===== src/rtl/mul_mc_sequencer.sv =====
// Issue/collect sequencer for a multicycle multiplier: latches operands, holds them stable,
// and returns the product on done, on the unchanged-operand shortcut, or on timeout (with error).
module mul_mc_sequencer #(
  parameter int W       = 64,
  parameter int TIMEOUT = 16
) (
  input  logic           clk,
  input  logic           rst_n,
  input  logic           in_valid,
  output logic           in_ready,
  input  logic [W-1:0]   in_a,
  input  logic [W-1:0]   in_b,
  output logic           out_valid,
  input  logic           out_ready,
  output logic [2*W-1:0] out_y,
  output logic           out_err,
  output logic [W-1:0]   mul_a,
  output logic [W-1:0]   mul_b,
  input  logic [2*W-1:0] mul_y,
  input  logic           mul_done
);

  localparam int CW = (TIMEOUT > 2) ? $clog2(TIMEOUT) : 1;

  localparam logic [1:0] ST_IDLE = 2'd0;
  localparam logic [1:0] ST_SAME = 2'd1;
  localparam logic [1:0] ST_WAIT = 2'd2;
  localparam logic [1:0] ST_RESP = 2'd3;

  logic [1:0]     r_state;
  logic [CW-1:0]  r_wait_cnt;
  logic           r_in_ready;
  logic           r_out_valid;
  logic           r_out_err;
  logic [2*W-1:0] r_out_y;
  logic [W-1:0]   r_mul_a;
  logic [W-1:0]   r_mul_b;

  logic w_accept;
  logic w_same_ops;
  logic w_done_ok;
  logic w_timeout;

  assign w_accept   = in_valid && r_in_ready;
  assign w_same_ops = (in_a == r_mul_a) && (in_b == r_mul_b);
  // A done pulse in the load cycle may belong to the previous operands, so it is not trusted.
  assign w_done_ok  = mul_done && (r_wait_cnt != '0);
  assign w_timeout  = (r_wait_cnt == CW'(TIMEOUT - 1));

  always_ff @(posedge clk or negedge rst_n) begin
    if (!rst_n) begin
      r_state     <= ST_IDLE;
      r_wait_cnt  <= '0;
      r_in_ready  <= 1'b1;
      r_out_valid <= 1'b0;
      r_out_err   <= 1'b0;
      r_out_y     <= '0;
      r_mul_a     <= '0;
      r_mul_b     <= '0;
    end else begin
      case (r_state)
        ST_IDLE: begin
          if (w_accept) begin
            r_mul_a    <= in_a;
            r_mul_b    <= in_b;
            r_in_ready <= 1'b0;
            if (w_same_ops) begin
              r_state <= ST_SAME;
            end else begin
              r_state    <= ST_WAIT;
              r_wait_cnt <= '0;
            end
          end
        end
        // Unchanged operands never produce a done pulse; the registered product is already valid.
        ST_SAME: begin
          r_out_y     <= mul_y;
          r_out_valid <= 1'b1;
          r_out_err   <= 1'b0;
          r_state     <= ST_RESP;
        end
        ST_WAIT: begin
          r_wait_cnt <= r_wait_cnt + CW'(1);
          if (w_done_ok) begin
            r_out_y     <= mul_y;
            r_out_valid <= 1'b1;
            r_out_err   <= 1'b0;
            r_state     <= ST_RESP;
          end else if (w_timeout) begin
            r_out_y     <= mul_y;
            r_out_valid <= 1'b1;
            r_out_err   <= 1'b1;
            r_state     <= ST_RESP;
          end
        end
        ST_RESP: begin
          if (out_ready) begin
            r_out_valid <= 1'b0;
            r_out_err   <= 1'b0;
            r_in_ready  <= 1'b1;
            r_state     <= ST_IDLE;
          end
        end
        default: r_state <= ST_IDLE;
      endcase
    end
  end

  assign in_ready  = r_in_ready;
  assign out_valid = r_out_valid;
  assign out_err   = r_out_err;
  assign out_y     = r_out_y;
  assign mul_a     = r_mul_a;
  assign mul_b     = r_mul_b;

endmodule

===== config.mk =====
export PLATFORM = sky130hd
export DESIGN_NAME = mul_mc_sequencer
export DESIGN_NICKNAME = d
export VERILOG_FILES = /design/src/rtl/mul_mc_sequencer.sv
export SDC_FILE = /design/constraint.sdc
export NUM_CORES = 1
export LEC_CHECK = 0
export CELL_PAD_IN_SITES_DETAIL_PLACEMENT = 1
export CELL_PAD_IN_SITES_GLOBAL_PLACEMENT = 1
export CORE_ASPECT_RATIO = 1.75
export CORE_MARGIN = 3
export CORE_UTILIZATION = 24
export DETAILED_ROUTE_END_ITERATION = 7
export PLACE_DENSITY = 0.69
export SLEW_MARGIN = 30
export SYNTH_ARGS = -nofsm -noshare
export SYNTH_HDL_FRONTEND = slang
export SYNTH_SLANG_ARGS = --single-unit

===== constraint.sdc =====
create_clock -name clk -period 2 [get_ports clk]
set_clock_uncertainty 0.05 [all_clocks]
set_input_delay 0.5 -clock clk [delete_from_list [all_inputs] [get_ports clk]]
set_output_delay 0.5 -clock clk [all_outputs]
set_load 0.1 [all_outputs]

==> impl_summary.md <==
Outcome
The flow ran to the end, but the final reports show violations. The final reports fail on negative setup slack.

Setup path
The start of the worst register-to-register path is mul_a[59]. The cell at the slowest stage of the critical path is sky130_fd_sc_hd__dfrtp_4. The endpoint kind of the worst setup timing path is a flop. For the worst setup path, the data required time is 2.40 ns. Traced cell by cell, the critical path runs through xnor2_2 -> nand4_1 -> nor4_4 -> nand4_1 -> nor2_4 -> nor4_1 -> a211o_1. The cell that appears most often on the critical path is sky130_fd_sc_hd__nand4_1.

The startpoint of the worst setup timing path is mul_a[59]. The worst path arrival time is 2.64 ns. Of all nets on the critical path, the largest fanout is 5. STA classifies the critical path startpoint as a flop. The type of the setup path with the least slack is reg -> reg. In this design, the stage delay of the slowest critical-path cell is 0.49 ns.

Route
The routed design has 46680 microns of wire. In the final routed layout, each cell accounts on average for 21.68 microns. For this block, the initial DRC count from the detailed router was 251. The DRC violation count after routing is 0. The total vias in the final route is 9252.

The first detailed-routing pass ran for 4 iterations. The average via count per standard cell is 4.297. The remaining number of nets flagged by the antenna check after routing is 0.

Synth
The netlist area before placement is 11640 sq um. Among all flip-flop cells after synthesis, the most frequent one is sky130_fd_sc_hd__dfrtp_1. The synthesized netlist devotes 1.183% of its cell area to compound gates. Yosys attributes the largest share of cell area to sky130_fd_sc_hd__dfrtp_1 57%, sky130_fd_sc_hd__mux2_2 24%, sky130_fd_sc_hd__xnor2_1 9.6%.

Among all cell types in the netlist, the one instantiated most often is sky130_fd_sc_hd__dfrtp_1. The area share of the leading cell type in the synthesized netlist is 56.76%. By area, the combinational part of the netlist is dominated by multiplexers. The number of warnings printed during yosys synthesis is 0. The mux cell area share after synthesis is 25.09%. In the synthesized netlist, the number of instances is 774. Summing the areas of all xor and xnor instances in the mapped netlist gives 9.632% of the synthesized area. The sequential share of the synthesized area is 56.99%.

The synthesized netlist net count is 1041. The commonest cells after synthesis are 264 x sky130_fd_sc_hd__dfrtp_1, 246 x sky130_fd_sc_hd__mux2_2, 128 x sky130_fd_sc_hd__xnor2_1, 34 x sky130_fd_sc_hd__nand4_1, 13 x sky130_fd_sc_hd__buf_12. The fraction of synthesis flops using an asynchronous set or reset pin is 100.0%. The number of distinct library cells after synthesis is 35. Each instance of the synthesized netlist takes up on average 15.04 sq um. The post-synthesis adder-cell area fraction is 0.6450%. After Yosys synthesis, and, or, nand and nor cells account for 3.300% of the synthesized area. The synthesized design contains 0 enable-type register cells.

After synthesis the netlist holds a flip-flop and latch count of 265. Of all cell types, the one taking the most synthesized area is sky130_fd_sc_hd__dfrtp_1.

Place
The pre-CTS setup slack is -1.140 ns. In this run, placement finished with an instance count of 2081. Detailed placement finished with a half-perimeter wire length of 36220 microns. During placement, the flow inserted port buffers numbering 519.

The routability congestion estimate is 0.8027.

Floorplan
The die outline width is 172.5 microns. The number of ports placed on the die boundary is 520. The die footprint is 51280 sq um. The initial utilization of the core area, before any placement, comes to 24.31%.

The die is 297.3 microns tall. The floorplan row count is 106. The core region is 47880 sq um.

Timing
Of the available clock period, the critical path in the final layout requires 112.0%. The maximum clock rate is 446.5 MHz. The routed design could run at a clock period as short as 2.240 ns. Setup repair after global routing could not meet its margin everywhere. For the pin with the worst max-slew slack, the measured transition is 0.4153 ns.

The number of failing hold endpoints at the final stage is 0. Setup violations remaining at the end of the flow were counted as 134. The number of pins exceeding their max-slew limit in the final report is 0. The tightest slew margin relative to the limit is 72.32%. After routing, the total negative slack on setup checks comes to -25.03 ns. The post-layout worst setup margin is -0.2397 ns. The worst hold-check slack is 0.3923 ns.

Global routing
The first global-routing pass estimated 68440 microns of wire. The maximum number of pins on one net before global-route repair is 49. The busiest layer in global routing is met2. The routing usage on met2 is 35.14%.

In the global route stage, met3 resource usage came out at 5.092%. The sum of overflow across all layers after global routing is 0. The via count of the first global-routing pass is 10880.

Global routing consumed, on the met1 layer, 16.99% of the routing resources. The initial antenna violation count is 8. For this run, the total global-route usage over all layers was measured as 17.68%.

Clocking
The TritonCTS clock tree is yes. After clock tree synthesis, the clock-pin slew on the worst setup and hold paths is 0.06 ns. The tree is rooted in a sky130_fd_sc_hd__clkbuf_16. The number of sinks on the clock net is 265.

At the later pin of the worst-skew pair, clock insertion delay measures 0.56 ns. Buffers inserted during clock tree synthesis total 29. The number of H-tree branching levels is 1. No sink is reached through more buffers than the 3 on the longest clock path.

Layout
The number of filler instances in the final layout is 4676. Registers take 6883 sq um. Compared with the post-synthesis result, the final layout area differs by 99.26%.

The post-layout net count is 1743. The multi-input logic area is 5079 sq um. Once layout is complete, the cells apart from fillers number 2153.

The ratio of cells with drive above 1 in the final layout is 59.59%.

Run
The max capacitance violation total is 0.

Worst hold path
The tightest min-delay check is of the in -> async type.
critical path, delay by kind of cell (launching register included):
kind	cells	cell delay, ns
AO/OA/AOI/OAI	1	0.27
AND/OR/NAND/NOR	5	1.16
flip-flops	1	0.49
XOR/XNOR	1	0.16
registers in the layout (all words and copies together), names as in the netlist:
register and flops:
in_ready 1, mul_a 64, mul_b 64, out_err 1, out_valid 1, out_y 128
r_state 2, r_wait_cnt 4
routing by layer:
metal	share of wire (%)	wire, microns
met1	32	14940
met2	58	27030
met3	7.7	3578
met4	2.4	1112
met5	0.028	13
final cells by class:
class,count,area share (%)
inverters,7,0.1133
clock inverters,8,0.2104
well taps,648,3.496
repair buffers,700,40.76
diodes,8,0.08632
multi-input cells,473,21.90
flip-flops and latches,265,29.68
clock buffers,44,3.760
repair_timing:
item,CTS,global route
buffers inserted,4,3
pin swaps,12,11
setup endpoints to repair,134,135
hold endpoints to repair,21,0
cloned,4,1
gates resized for setup,64,43
hold buffers,1,0
worst paths after layout:
| kind | end | slack [ns] | cells after the start |
|---|---|---|---|
| max in group asynchronous | out_y[44] | 0.76 | 3 |
| worst min-delay path | out_y[21] | 0.39 | 2 |
| worst max-delay path | r_wait_cnt[3] | -0.24 | 7 |
| worst max register to register | r_wait_cnt[3] | -0.24 | 7 |
| min in group clk | in_ready | 0.49 | 2 |
| worst min register to register | in_ready | 0.49 | 2 |
layout by cell type (no fill, tap or decap), types with 2 or more instances in the layout:
master / n
sky130_fd_sc_hd__clkinvlp_4: 2
sky130_fd_sc_hd__nor4_2: 3
sky130_fd_sc_hd__xnor2_4: 2
sky130_fd_sc_hd__diode_2: 8
sky130_fd_sc_hd__dfrtp_4: 36
sky130_fd_sc_hd__dfrtp_2: 92
sky130_fd_sc_hd__nor2b_1: 2
sky130_fd_sc_hd__ha_1: 6
sky130_fd_sc_hd__mux2_4: 77
sky130_fd_sc_hd__o21a_1: 2
sky130_fd_sc_hd__o21ai_0: 5
sky130_fd_sc_hd__nor4_4: 2
sky130_fd_sc_hd__nand3_1: 2
sky130_fd_sc_hd__nand4_1: 34
sky130_fd_sc_hd__xnor2_1: 120
sky130_fd_sc_hd__clkbuf_8: 9
sky130_fd_sc_hd__buf_4: 158
sky130_fd_sc_hd__mux2_2: 179
sky130_fd_sc_hd__clkbuf_16: 30
sky130_fd_sc_hd__xnor2_2: 6
sky130_fd_sc_hd__a211o_1: 2
sky130_fd_sc_hd__nand2b_1: 3
sky130_fd_sc_hd__nor4_1: 5
sky130_fd_sc_hd__inv_1: 7
sky130_fd_sc_hd__buf_6: 2
sky130_fd_sc_hd__dfrtp_1: 136
sky130_fd_sc_hd__buf_8: 3
sky130_fd_sc_hd__clkdlybuf4s50_1: 259
sky130_fd_sc_hd__clkinv_2: 5
sky130_fd_sc_hd__o31ai_1: 2
sky130_fd_sc_hd__buf_16: 6
sky130_fd_sc_hd__clkbuf_1: 6
sky130_fd_sc_hd__buf_12: 270
sky130_fd_sc_hd__nand2_1: 4
cell families (layout without fill, tap and decap cells):
kind of cell             after synthesis  count (layout)
flip-flops                           265             265
multiplexers                         256             256
XOR/XNOR                             128             128
AND/OR/NAND/NOR                       63              63
buffers and inverters                 36             759
AO/OA/AOI/OAI                         20              20
adder cells (fa/ha/maj)                6               6
other                                  0               8
through the flow:
stage | utilization (%) | instance area (sq um)
final | 48.44 | 23190
after global routing | 48.43 | 23190
after CTS | 47.89 | 22930
after detailed placement | 45.03 | 21560
after global placement | 45.03 | 21560
after floorplan | - | 11890
Power is not shown: default switching activity piles up to over one toggle a cycle in this logic, so the estimate is an artifact.
